$ cat src/rtl/cpu_pkg.sv
// Shared definitions for the 16-bit 5-stage CPU pipeline control blocks.
package cpu_pkg;

    localparam int REG_W = 4;
    localparam int DRAIN_CYC_DEF = 3;
    localparam int CNT_W_DEF = 16;

    localparam logic [3:0] OP_NOP = 4'h0;

    typedef enum logic [1:0] {
        RUN    = 2'd0,
        DRAIN  = 2'd1,
        HALTED = 2'd2
    } hz_state_e;

endpackage

$ cat src/rtl/hazard_ctrl_if.sv
// Hazard-controller bus: decode/execute hazard inputs and pipeline-register controls.
interface hazard_ctrl_if #(
    parameter int REG_W = cpu_pkg::REG_W,
    parameter int CNT_W = cpu_pkg::CNT_W_DEF
);
    logic [REG_W-1:0] ifid_rs;
    logic [REG_W-1:0] ifid_rt;
    logic             ifid_use_rs;
    logic             ifid_use_rt;
    logic             ifid_halt;
    logic             idex_memread;
    logic [REG_W-1:0] idex_rd;
    logic             br_taken;

    logic             pc_wen;
    logic             ifid_wen;
    logic             ifid_flush;
    logic             idex_wen;
    logic             idex_bubble;
    logic             halted;
    logic [CNT_W-1:0] stall_cnt;
    logic [CNT_W-1:0] flush_cnt;

    modport master (
        output ifid_rs, ifid_rt, ifid_use_rs, ifid_use_rt, ifid_halt,
               idex_memread, idex_rd, br_taken,
        input  pc_wen, ifid_wen, ifid_flush, idex_wen, idex_bubble,
               halted, stall_cnt, flush_cnt
    );

    modport slave (
        input  ifid_rs, ifid_rt, ifid_use_rs, ifid_use_rt, ifid_halt,
               idex_memread, idex_rd, br_taken,
        output pc_wen, ifid_wen, ifid_flush, idex_wen, idex_bubble,
               halted, stall_cnt, flush_cnt
    );
endinterface

$ cat src/rtl/sat_counter.sv
// Up-counter that sticks at all-ones instead of wrapping; cleared by rst_n.
module sat_counter #(
    parameter int W = 16
) (
    input  logic         clk,
    input  logic         rst_n,
    input  logic         inc_i,
    output logic [W-1:0] count_o
);
    logic [W-1:0] count_q;
    logic [W-1:0] count_d;

    always_comb begin
        count_d = count_q;
        if (inc_i && (count_q != '1)) begin
            count_d = count_q + 1'b1;
        end
    end

    always_ff @(posedge clk or negedge rst_n) begin
        if (!rst_n) begin
            count_q <= '0;
        end else begin
            count_q <= count_d;
        end
    end

    assign count_o = count_q;
endmodule

$ cat src/rtl/hazard_ctrl.sv
// Load-use stall, branch squash and HLT drain control for the IF/ID and ID/EX registers.
// Controls are combinational from the registered state so they act in the same cycle.
module hazard_ctrl #(
    parameter int REG_W     = cpu_pkg::REG_W,
    parameter int DRAIN_CYC = cpu_pkg::DRAIN_CYC_DEF,
    parameter int CNT_W     = cpu_pkg::CNT_W_DEF
) (
    input logic         clk,
    input logic         rst_n,
    hazard_ctrl_if.slave hz
);
    import cpu_pkg::*;

    localparam int DW = (DRAIN_CYC > 1) ? $clog2(DRAIN_CYC) : 1;
    localparam logic [DW-1:0] DRAIN_LOAD = DW'(DRAIN_CYC - 1);

    hz_state_e     state_q, state_d;
    logic [DW-1:0] drain_q, drain_d;

    logic [REG_W-1:0] rs, rt, rd;
    logic             lu;
    logic             stall_inc, flush_inc;
    logic             pc_wen_c, ifid_wen_c, ifid_flush_c, idex_wen_c, idex_bubble_c;

    assign rs = hz.ifid_rs;
    assign rt = hz.ifid_rt;
    assign rd = hz.idex_rd;

    // r0 is hardwired zero, so a load targeting it can never feed a dependent.
    assign lu = hz.idex_memread && (rd != '0) &&
                ((hz.ifid_use_rs && (rs == rd)) || (hz.ifid_use_rt && (rt == rd)));

    always_comb begin
        pc_wen_c      = 1'b0;
        ifid_wen_c    = 1'b0;
        ifid_flush_c  = 1'b0;
        idex_wen_c    = 1'b0;
        idex_bubble_c = 1'b0;
        stall_inc     = 1'b0;
        flush_inc     = 1'b0;
        state_d       = state_q;
        drain_d       = drain_q;

        if (!rst_n) begin
            ifid_flush_c  = 1'b1;
            idex_bubble_c = 1'b1;
        end else begin
            case (state_q)
                RUN: begin
                    if (hz.br_taken) begin
                        pc_wen_c      = 1'b1;
                        ifid_wen_c    = 1'b1;
                        ifid_flush_c  = 1'b1;
                        idex_wen_c    = 1'b1;
                        idex_bubble_c = 1'b1;
                        flush_inc     = 1'b1;
                    end else if (lu) begin
                        idex_wen_c    = 1'b1;
                        idex_bubble_c = 1'b1;
                        stall_inc     = 1'b1;
                    end else if (hz.ifid_halt) begin
                        idex_wen_c = 1'b1;
                        state_d    = DRAIN;
                        drain_d    = DRAIN_LOAD;
                    end else begin
                        pc_wen_c   = 1'b1;
                        ifid_wen_c = 1'b1;
                        idex_wen_c = 1'b1;
                    end
                end
                DRAIN: begin
                    // A redirect here cannot happen in a correct program; recover as a normal flush.
                    if (hz.br_taken) begin
                        pc_wen_c      = 1'b1;
                        ifid_wen_c    = 1'b1;
                        ifid_flush_c  = 1'b1;
                        idex_wen_c    = 1'b1;
                        idex_bubble_c = 1'b1;
                        flush_inc     = 1'b1;
                        state_d       = RUN;
                        drain_d       = '0;
                    end else begin
                        idex_wen_c    = 1'b1;
                        idex_bubble_c = 1'b1;
                        if (drain_q == '0) begin
                            state_d = HALTED;
                        end else begin
                            drain_d = drain_q - 1'b1;
                        end
                    end
                end
                HALTED: begin
                    state_d = HALTED;
                end
                default: begin
                    state_d = RUN;
                    drain_d = '0;
                end
            endcase
        end
    end

    always_ff @(posedge clk or negedge rst_n) begin
        if (!rst_n) begin
            state_q <= RUN;
            drain_q <= '0;
        end else begin
            state_q <= state_d;
            drain_q <= drain_d;
        end
    end

    sat_counter #(.W(CNT_W)) u_stall_cnt (
        .clk     (clk),
        .rst_n   (rst_n),
        .inc_i   (stall_inc),
        .count_o (hz.stall_cnt)
    );

    sat_counter #(.W(CNT_W)) u_flush_cnt (
        .clk     (clk),
        .rst_n   (rst_n),
        .inc_i   (flush_inc),
        .count_o (hz.flush_cnt)
    );

    assign hz.pc_wen      = pc_wen_c;
    assign hz.ifid_wen    = ifid_wen_c;
    assign hz.ifid_flush  = ifid_flush_c;
    assign hz.idex_wen    = idex_wen_c;
    assign hz.idex_bubble = idex_bubble_c;
    assign hz.halted      = (state_q == HALTED);
endmodule
$ cat src/flat_wrapper.sv
// flat-port wrapper written by rule: the top's interface ports become plain ports
module hazard_ctrl_flat import cpu_pkg::*;
#(
    parameter int REG_W     = cpu_pkg::REG_W,
    parameter int DRAIN_CYC = cpu_pkg::DRAIN_CYC_DEF,
    parameter int CNT_W     = cpu_pkg::CNT_W_DEF
)
  (clk, rst_n, hz_ifid_rs, hz_ifid_rt, hz_ifid_use_rs, hz_ifid_use_rt, hz_ifid_halt, hz_idex_memread, hz_idex_rd, hz_br_taken, hz_pc_wen, hz_ifid_wen, hz_ifid_flush, hz_idex_wen, hz_idex_bubble, hz_halted, hz_stall_cnt, hz_flush_cnt);
  hazard_ctrl_if #(.REG_W(REG_W), .CNT_W(CNT_W)) hz_i ();
  input logic clk;
  input logic rst_n;
  input wire logic [$bits(hz_i.ifid_rs)-1:0] hz_ifid_rs;
  input wire logic [$bits(hz_i.ifid_rt)-1:0] hz_ifid_rt;
  input wire logic [$bits(hz_i.ifid_use_rs)-1:0] hz_ifid_use_rs;
  input wire logic [$bits(hz_i.ifid_use_rt)-1:0] hz_ifid_use_rt;
  input wire logic [$bits(hz_i.ifid_halt)-1:0] hz_ifid_halt;
  input wire logic [$bits(hz_i.idex_memread)-1:0] hz_idex_memread;
  input wire logic [$bits(hz_i.idex_rd)-1:0] hz_idex_rd;
  input wire logic [$bits(hz_i.br_taken)-1:0] hz_br_taken;
  output wire logic [$bits(hz_i.pc_wen)-1:0] hz_pc_wen;
  output wire logic [$bits(hz_i.ifid_wen)-1:0] hz_ifid_wen;
  output wire logic [$bits(hz_i.ifid_flush)-1:0] hz_ifid_flush;
  output wire logic [$bits(hz_i.idex_wen)-1:0] hz_idex_wen;
  output wire logic [$bits(hz_i.idex_bubble)-1:0] hz_idex_bubble;
  output wire logic [$bits(hz_i.halted)-1:0] hz_halted;
  output wire logic [$bits(hz_i.stall_cnt)-1:0] hz_stall_cnt;
  output wire logic [$bits(hz_i.flush_cnt)-1:0] hz_flush_cnt;
  assign hz_i.ifid_rs = hz_ifid_rs;
  assign hz_i.ifid_rt = hz_ifid_rt;
  assign hz_i.ifid_use_rs = hz_ifid_use_rs;
  assign hz_i.ifid_use_rt = hz_ifid_use_rt;
  assign hz_i.ifid_halt = hz_ifid_halt;
  assign hz_i.idex_memread = hz_idex_memread;
  assign hz_i.idex_rd = hz_idex_rd;
  assign hz_i.br_taken = hz_br_taken;
  assign hz_pc_wen = hz_i.pc_wen;
  assign hz_ifid_wen = hz_i.ifid_wen;
  assign hz_ifid_flush = hz_i.ifid_flush;
  assign hz_idex_wen = hz_i.idex_wen;
  assign hz_idex_bubble = hz_i.idex_bubble;
  assign hz_halted = hz_i.halted;
  assign hz_stall_cnt = hz_i.stall_cnt;
  assign hz_flush_cnt = hz_i.flush_cnt;
  hazard_ctrl #(.REG_W(REG_W), .DRAIN_CYC(DRAIN_CYC), .CNT_W(CNT_W)) u_core (.clk(clk), .rst_n(rst_n), .hz(hz_i));
endmodule
$ cat config.mk
export PLATFORM = sky130hd
export DESIGN_NAME = hazard_ctrl_flat
export DESIGN_NICKNAME = d
export VERILOG_FILES = /design/src/rtl/cpu_pkg.sv /design/src/rtl/hazard_ctrl_if.sv /design/src/rtl/sat_counter.sv /design/src/rtl/hazard_ctrl.sv /design/src/flat_wrapper.sv
export SDC_FILE = /design/constraint.sdc
export NUM_CORES = 1
export LEC_CHECK = 0
export ABC_AREA = 1
export CORE_MARGIN = 8
export CORE_UTILIZATION = 39
export CTS_CLUSTER_DIAMETER = 60
export CTS_CLUSTER_SIZE = 30
export DETAILED_ROUTE_END_ITERATION = 12
export HOLD_SLACK_MARGIN = 0.1
export PLACE_DENSITY = 0.68
export SLEW_MARGIN = 20
export SYNTH_ARGS = -nofsm -noshare
export SYNTH_HDL_FRONTEND = slang
export SYNTH_SLANG_ARGS = --single-unit
$ cat constraint.sdc
create_clock -name clk -period 1.9 [get_ports clk]
set_clock_uncertainty 0.15 [all_clocks]
set_input_delay 0.57 -clock clk [delete_from_list [all_inputs] [get_ports clk]]
set_output_delay 0.57 -clock clk [all_outputs]
set_load 0.005 [all_outputs]
After elaboration in Yosys (flattened, before gate mapping)
Index checks and enable logic that the tools add are counted.
Cells by class
  reductions and logical operators: 13
  add/subtract/negate cells: 3
  eq/ne operators: 11
  bitwise logic cells: 1
  multiplexer cells: 30
Operator list (number)
  adder 16 x 1 -> 16 bit (second input constant): 2
  inequality test 16 bit (second input constant): 2
  2-to-1 mux 2 bit: 10
  2-to-1 mux 1 bit: 16
  case mux 2 bit (3 select lines): 2
  equality test 4 bit: 2
  logical AND 1 bit: 6
  inequality test 2 bit (second input constant): 3
  AND reduction 6 bit: 1
  AND reduction 5 bit: 1
  zero test 2 bit: 2
  case mux 1 bit (2 select lines): 2
  nonzero test 4 bit: 1
  inequality test 3 x 2 -> 1 bit (second input constant): 1
  inequality test 3 bit (second input constant): 1
  equality test 2 x 1 -> 1 bit (second input constant): 1
  equality test 2 bit (second input constant): 1
  OR reduction 2 bit: 1
  subtractor 2 x 1 -> 2 bit (second input constant): 1
  logical OR 1 bit: 1
  NOT 1 bit: 1
Storage, ports and cells
  bits in registers: 36
  output and inout port bits: 38

Logic depth before layout (Yosys ltp)
Gate-level depths: netlist (run 1).
  depth in word-level cells: 9
  mapped depth: 11
  mapped depth without buffers: 10

Modules after synthesis
A second synthesis (run 1) with hierarchy kept.
Second synthesis, totals
  cells, all modules: 401
  area total of the unflattened synthesis: 2626.3 um2
Modules (own cells, without submodules)
  sat_counter at u_core.u_stall_cnt: instances 1, cells an instance 163, area an instance 1069.8 um2
  sat_counter at u_core.u_flush_cnt: instances 1, cells an instance 149, area an instance 1058.5 um2
  hazard_ctrl: instances 1, cells an instance 89, area an instance 498.0 um2

Worst setup path after synthesis (run 1)
Ideal clock, no wire load.
  path type: in2out
  start point: in hz_ifid_rs[1]
  end point: out hz_pc_wen
  cell stages on the path: 10
  arrival time: 1.334 ns
  required time: 1.180 ns
  path slack: -0.154 ns
  cell sequence: inv_1 > nand2_1 > nand2_4 > nor2_4 > nand3_2 > nand2_4 > nand2_1 > nand3_1 > nand2_1 > buf_4
On the way
  longest elaborated chain between the ends: 8
RTL lines
  from (decl): RTL line flat_wrapper.sv:12  | input wire logic [$bits(hz_i.ifid_rs)-1:0] hz_ifid_rs;
  equality test 4 bit: RTL line hazard_ctrl.sv:31  | ((hz.ifid_use_rs && (rs == rd)) || (hz.ifid_use_rt && (rt == rd)));
  logical AND 1 bit: RTL line hazard_ctrl.sv:31
  logical OR 1 bit: RTL line hazard_ctrl.sv:31
  logical AND 1 bit: RTL line hazard_ctrl.sv:30  | assign lu = hz.idex_memread && (rd != '0) &&
  2-to-1 mux 1 bit (2 in series)
  case mux 1 bit (2 select lines)
  2-to-1 mux 1 bit
  to (decl): RTL line flat_wrapper.sv:20  | output wire logic [$bits(hz_i.pc_wen)-1:0] hz_pc_wen;
Every way passes these cells.

Worst setup path after layout (run 1)
  start point: in hz_idex_rd[2]
  end point: out hz_idex_bubble
On the way
  longest elaborated chain between the ends: 8
  elaborated cells on any way between the ends: 12
RTL lines
  from (decl): RTL line flat_wrapper.sv:18  | input wire logic [$bits(hz_i.idex_rd)-1:0] hz_idex_rd;
  equality test 4 bit: RTL line hazard_ctrl.sv:31
  logical AND 1 bit: RTL line hazard_ctrl.sv:31
  logical OR 1 bit: RTL line hazard_ctrl.sv:31
  logical AND 1 bit *: RTL line hazard_ctrl.sv:30
  2-to-1 mux 1 bit *: RTL line hazard_ctrl.sv:57  | end else if (lu) begin
  2-to-1 mux 1 bit *: RTL line hazard_ctrl.sv:50  | if (hz.br_taken) begin
  case mux 1 bit (2 select lines) *: RTL line hazard_ctrl.sv:48  | case (state_q)
  2-to-1 mux 1 bit *: RTL line hazard_ctrl.sv:44  | if (!rst_n) begin
  to (decl): RTL line flat_wrapper.sv:24  | output wire logic [$bits(hz_i.idex_bubble)-1:0] hz_idex_bubble;
Every way passes the cells marked *; elsewhere a longest branch is shown, timed or not.

==> summary.md, run 1 <==
| Metric | Value |
|---|---|
| Status | finished, violations left |
| Failing checks | setup timing |
| First-pass GRT wire length | 10600 um |
| Share of cells above drive strength 1 | 39.8% |
| Total gr overflow | 0 |
| Synth Instances | 318 |
| Clk_lat worst skew | 0.29 ns |
| Critical Path Start | hz_idex_rd[2] |
| Final #Nets | 471 |
| Synth-to-Final Area Change | 63.9% |
| Yosys warnings | 0 |
| Drt drc | 0 |
| Vias per cell | 4.81 |
| Most frequent cells in the layout | buf_4 (62), nand2_1 (58), inv_1 (44) |
| Final setup fails | 6 |
| Fin. Hold Viols | 0 |
| Clock Pin Slew Worst Setup and Hold Paths | 0.08 ns |
| Die height | 94.8 um |
| Htree depth | 2 |
| Setup ws final | -0.247 ns |
| Clock Path Buffers | 2 |
| Total power per unit cell area | 691 nW/um2 |
| Gpl congestion | 0.842 |
| Inst Count DP | 475 |
| Ant diodes | 0 |
| WL final | 6670 um |
| DR pass1 iterations | 4 |
| Relative slew slack | 76.6% |
| Leak | 2.20 nW |
| Register area share after synthesis | 37.2% |
| Number of global-route vias before repair | 2482 |
| Design Power | 2.74 mW |
| Critical path class | input pin to primary output |
| Post-synth EDFFs | 0 |
| Largest net degree at the start of global routing | 38 |
| Clock root cell | clkbuf_8 |
| Crit share post-route | 113% |
| DRT antenna net count | 0 |
| Netlist cell types | 33 |
| Commonest non-fill, non-tap cell in the layout | buf_4 |
| Critical path capture point type | primary output |
| Fraction of registers with async set/reset | 100% |
| Crit path DAT | 1.43 ns |
| # hold bufs at CTS | 0 |
| Synth Area per Inst | 7.61 um2 |
| Die X-Extent | 94.8 um |
| DR iter-0 viols | 68 |
| Initial core utilization | 40.6% |
| Startpoint class of the critical path | input pin |
| Maxcap violations | 0 |
| Filler cell count | 500 |
| Global-route usage over all layers | 14.5% |
| Post-synth net total | 340 |
| Row count | 28 |
| Core area | 5960 um2 |
| Worst r2r src | u_core.state_q[1]$_DFFE_PN0P_ |
| Cell Area, Synth | 2420 um2 |
| HP Class | input pin to asynchronous set/reset pin |
| Tmin final | 2.15 ns |
| Initial antenna violation count | 0 |
| Post-DP HPWL | 4530 um |
| CP required | 1.18 ns |
| Via count | 2527 |
| # port buffers | 56 |
| Slew @ Worst Pin | 0.351 ns |
| Ys flop type | dfrtp_1 |
| Fmax | 466 MHz |
| Clock tree from TritonCTS | done |
| RSZ-0062 raised after global routing | yes |
| Die ar. | 8980 um2 |
| Routed length per instance | 12.7 um |
| Peak VDD IR | 769 uV |
| Number of synthesized register bits | 36 |
| Number of buffers created by CTS | 5 |
| Io pins | 57 |
| TritonCTS Sinks | 36 |
| Slew Limit Fails | 0 |
| Critical-path maximum fanout | 4 |
| Final Non-Filler Cells | 525 |
-- report_power, final --
part	switching (mW)	total, mW	internal [mW]	leakage [nW]
combinational	0.543	1.14	0.600	1.74
sequential	0.0524	0.907	0.855	0.400
clock	0.299	0.688	0.389	0.0541
total	0.895	2.74	1.84	2.20
-- cell families after synthesis --
logic type | share of synthesized area, %
buffers and inverters | 10.9
and+or+nand+nor | 36.6
AOI/OAI and AO/OA | 6.88
xor gates and xnor gates | 6.88
adders and majority gates | 1.55
DFF | 37.2
-- path summary, 6_finish.rpt --
check,slack [ns],depth (start not counted),end
max,-0.25,12,hz_idex_bubble
min,0.30,3,u_core.u_flush_cnt.count_o[14]$_DFFE_PN0P_
max reg2reg,0.03,11,u_core.u_flush_cnt.count_o[14]$_DFFE_PN0P_
min reg2reg,0.34,2,u_core.drain_q[1]$_DFFE_PN0P_
max in group asynchronous,1.01,3,u_core.u_stall_cnt.count_o[2]$_DFFE_PN0P_
min in group clk,0.34,2,u_core.drain_q[1]$_DFFE_PN0P_
-- per-layer routing --
metal,vias to the layer above,share of wire (%),global-route usage (%)
met2,62,51,25.6
li1,1255,-,-
met4,0,1.2,4.55
met5,-,0,0
met1,1201,43,16.7
met3,9,5.5,3.73
-- critical path, cell delays in order --
cell and delay [ns]:
buf_8 0.11, nand2_2 0.06, clkinv_2 0.07, nor2_4 0.10, nor2_4 0.04, nand3_2 0.08
nand2_4 0.06, nand2_4 0.06, nand3_2 0.05, nand2_1 0.05, nand2_1 0.04, buf_2 0.12
-- layout make-up --
| type | count | area, um2 | share of cell area (%) |
|---|---|---|---|
| multi-input cells | 219 | 1480 | 37.2 |
| clock inverters | 3 | 42.5 | 1.07 |
| well taps | 75 | 93.8 | 2.37 |
| clock buffers | 5 | 68.8 | 1.74 |
| inverters | 58 | 236 | 5.97 |
| flip-flops and latches | 36 | 902 | 22.8 |
| repair buffers | 129 | 1140 | 28.9 |
-- flip-flops by register name, summed over array words and instances (netlist names) --
signal and count:
u_core.drain_q 2, u_core.state_q 2, u_core.u_flush_cnt.count_o 16, u_core.u_stall_cnt.count_o 16
-- metrics by stage --
stage / TNS (ns) / cell area, um2 / hold WS (ns) / worst slack [ns] / utilization [%]
after floorplan: -0.137 / 2440 / 0.124 / -0.104 / -
after global placement: -19.54 / 3290 / 0.314 / -1.16 / 55.3
after detailed placement: -20.69 / 3290 / 0.317 / -1.18 / 55.3
after CTS: -0.810 / 3640 / 0.340 / -0.268 / 61.1
after global routing: -1.52 / 3960 / 0.321 / -0.311 / 66.6
final: -0.914 / 3960 / 0.300 / -0.247 / 66.6
-- what timing repair did --
item,in CTS,in global routing
pin swaps,25,23
endpoints found under the setup margin,58,54
resized for setup,131,68
setup buffers,29,14
-- synthesized netlist by cell type, types with 2 or more instances --
library cell,n,area [um2]
inv_2,7,26.3
xnor2_1,5,43.8
o21bai_1,16,120
nand2_2,2,12.5
nand2_1,72,270
xor2_1,14,123
buf_4,2,15.0
dfrtp_1,36,901
o21ai_0,3,15.0
nor2_1,37,139
nand2_4,2,22.5
nor3_1,5,25.0
inv_1,50,188
a21oi_1,2,10.0
nand3_2,12,120
buf_2,2,10.0
nand4_1,6,37.5
o21ai_1,2,10.0
nor2_2,4,25.0
ha_1,3,37.5
nand3_1,24,120
(Power assumes the default switching activity.)
==> inputs of run 2 (changes only) <==
- SLEW_MARGIN: 20 -> not set
==> results of run 2 <==
Final layout, timing and power as in run 1 (identical DEF).
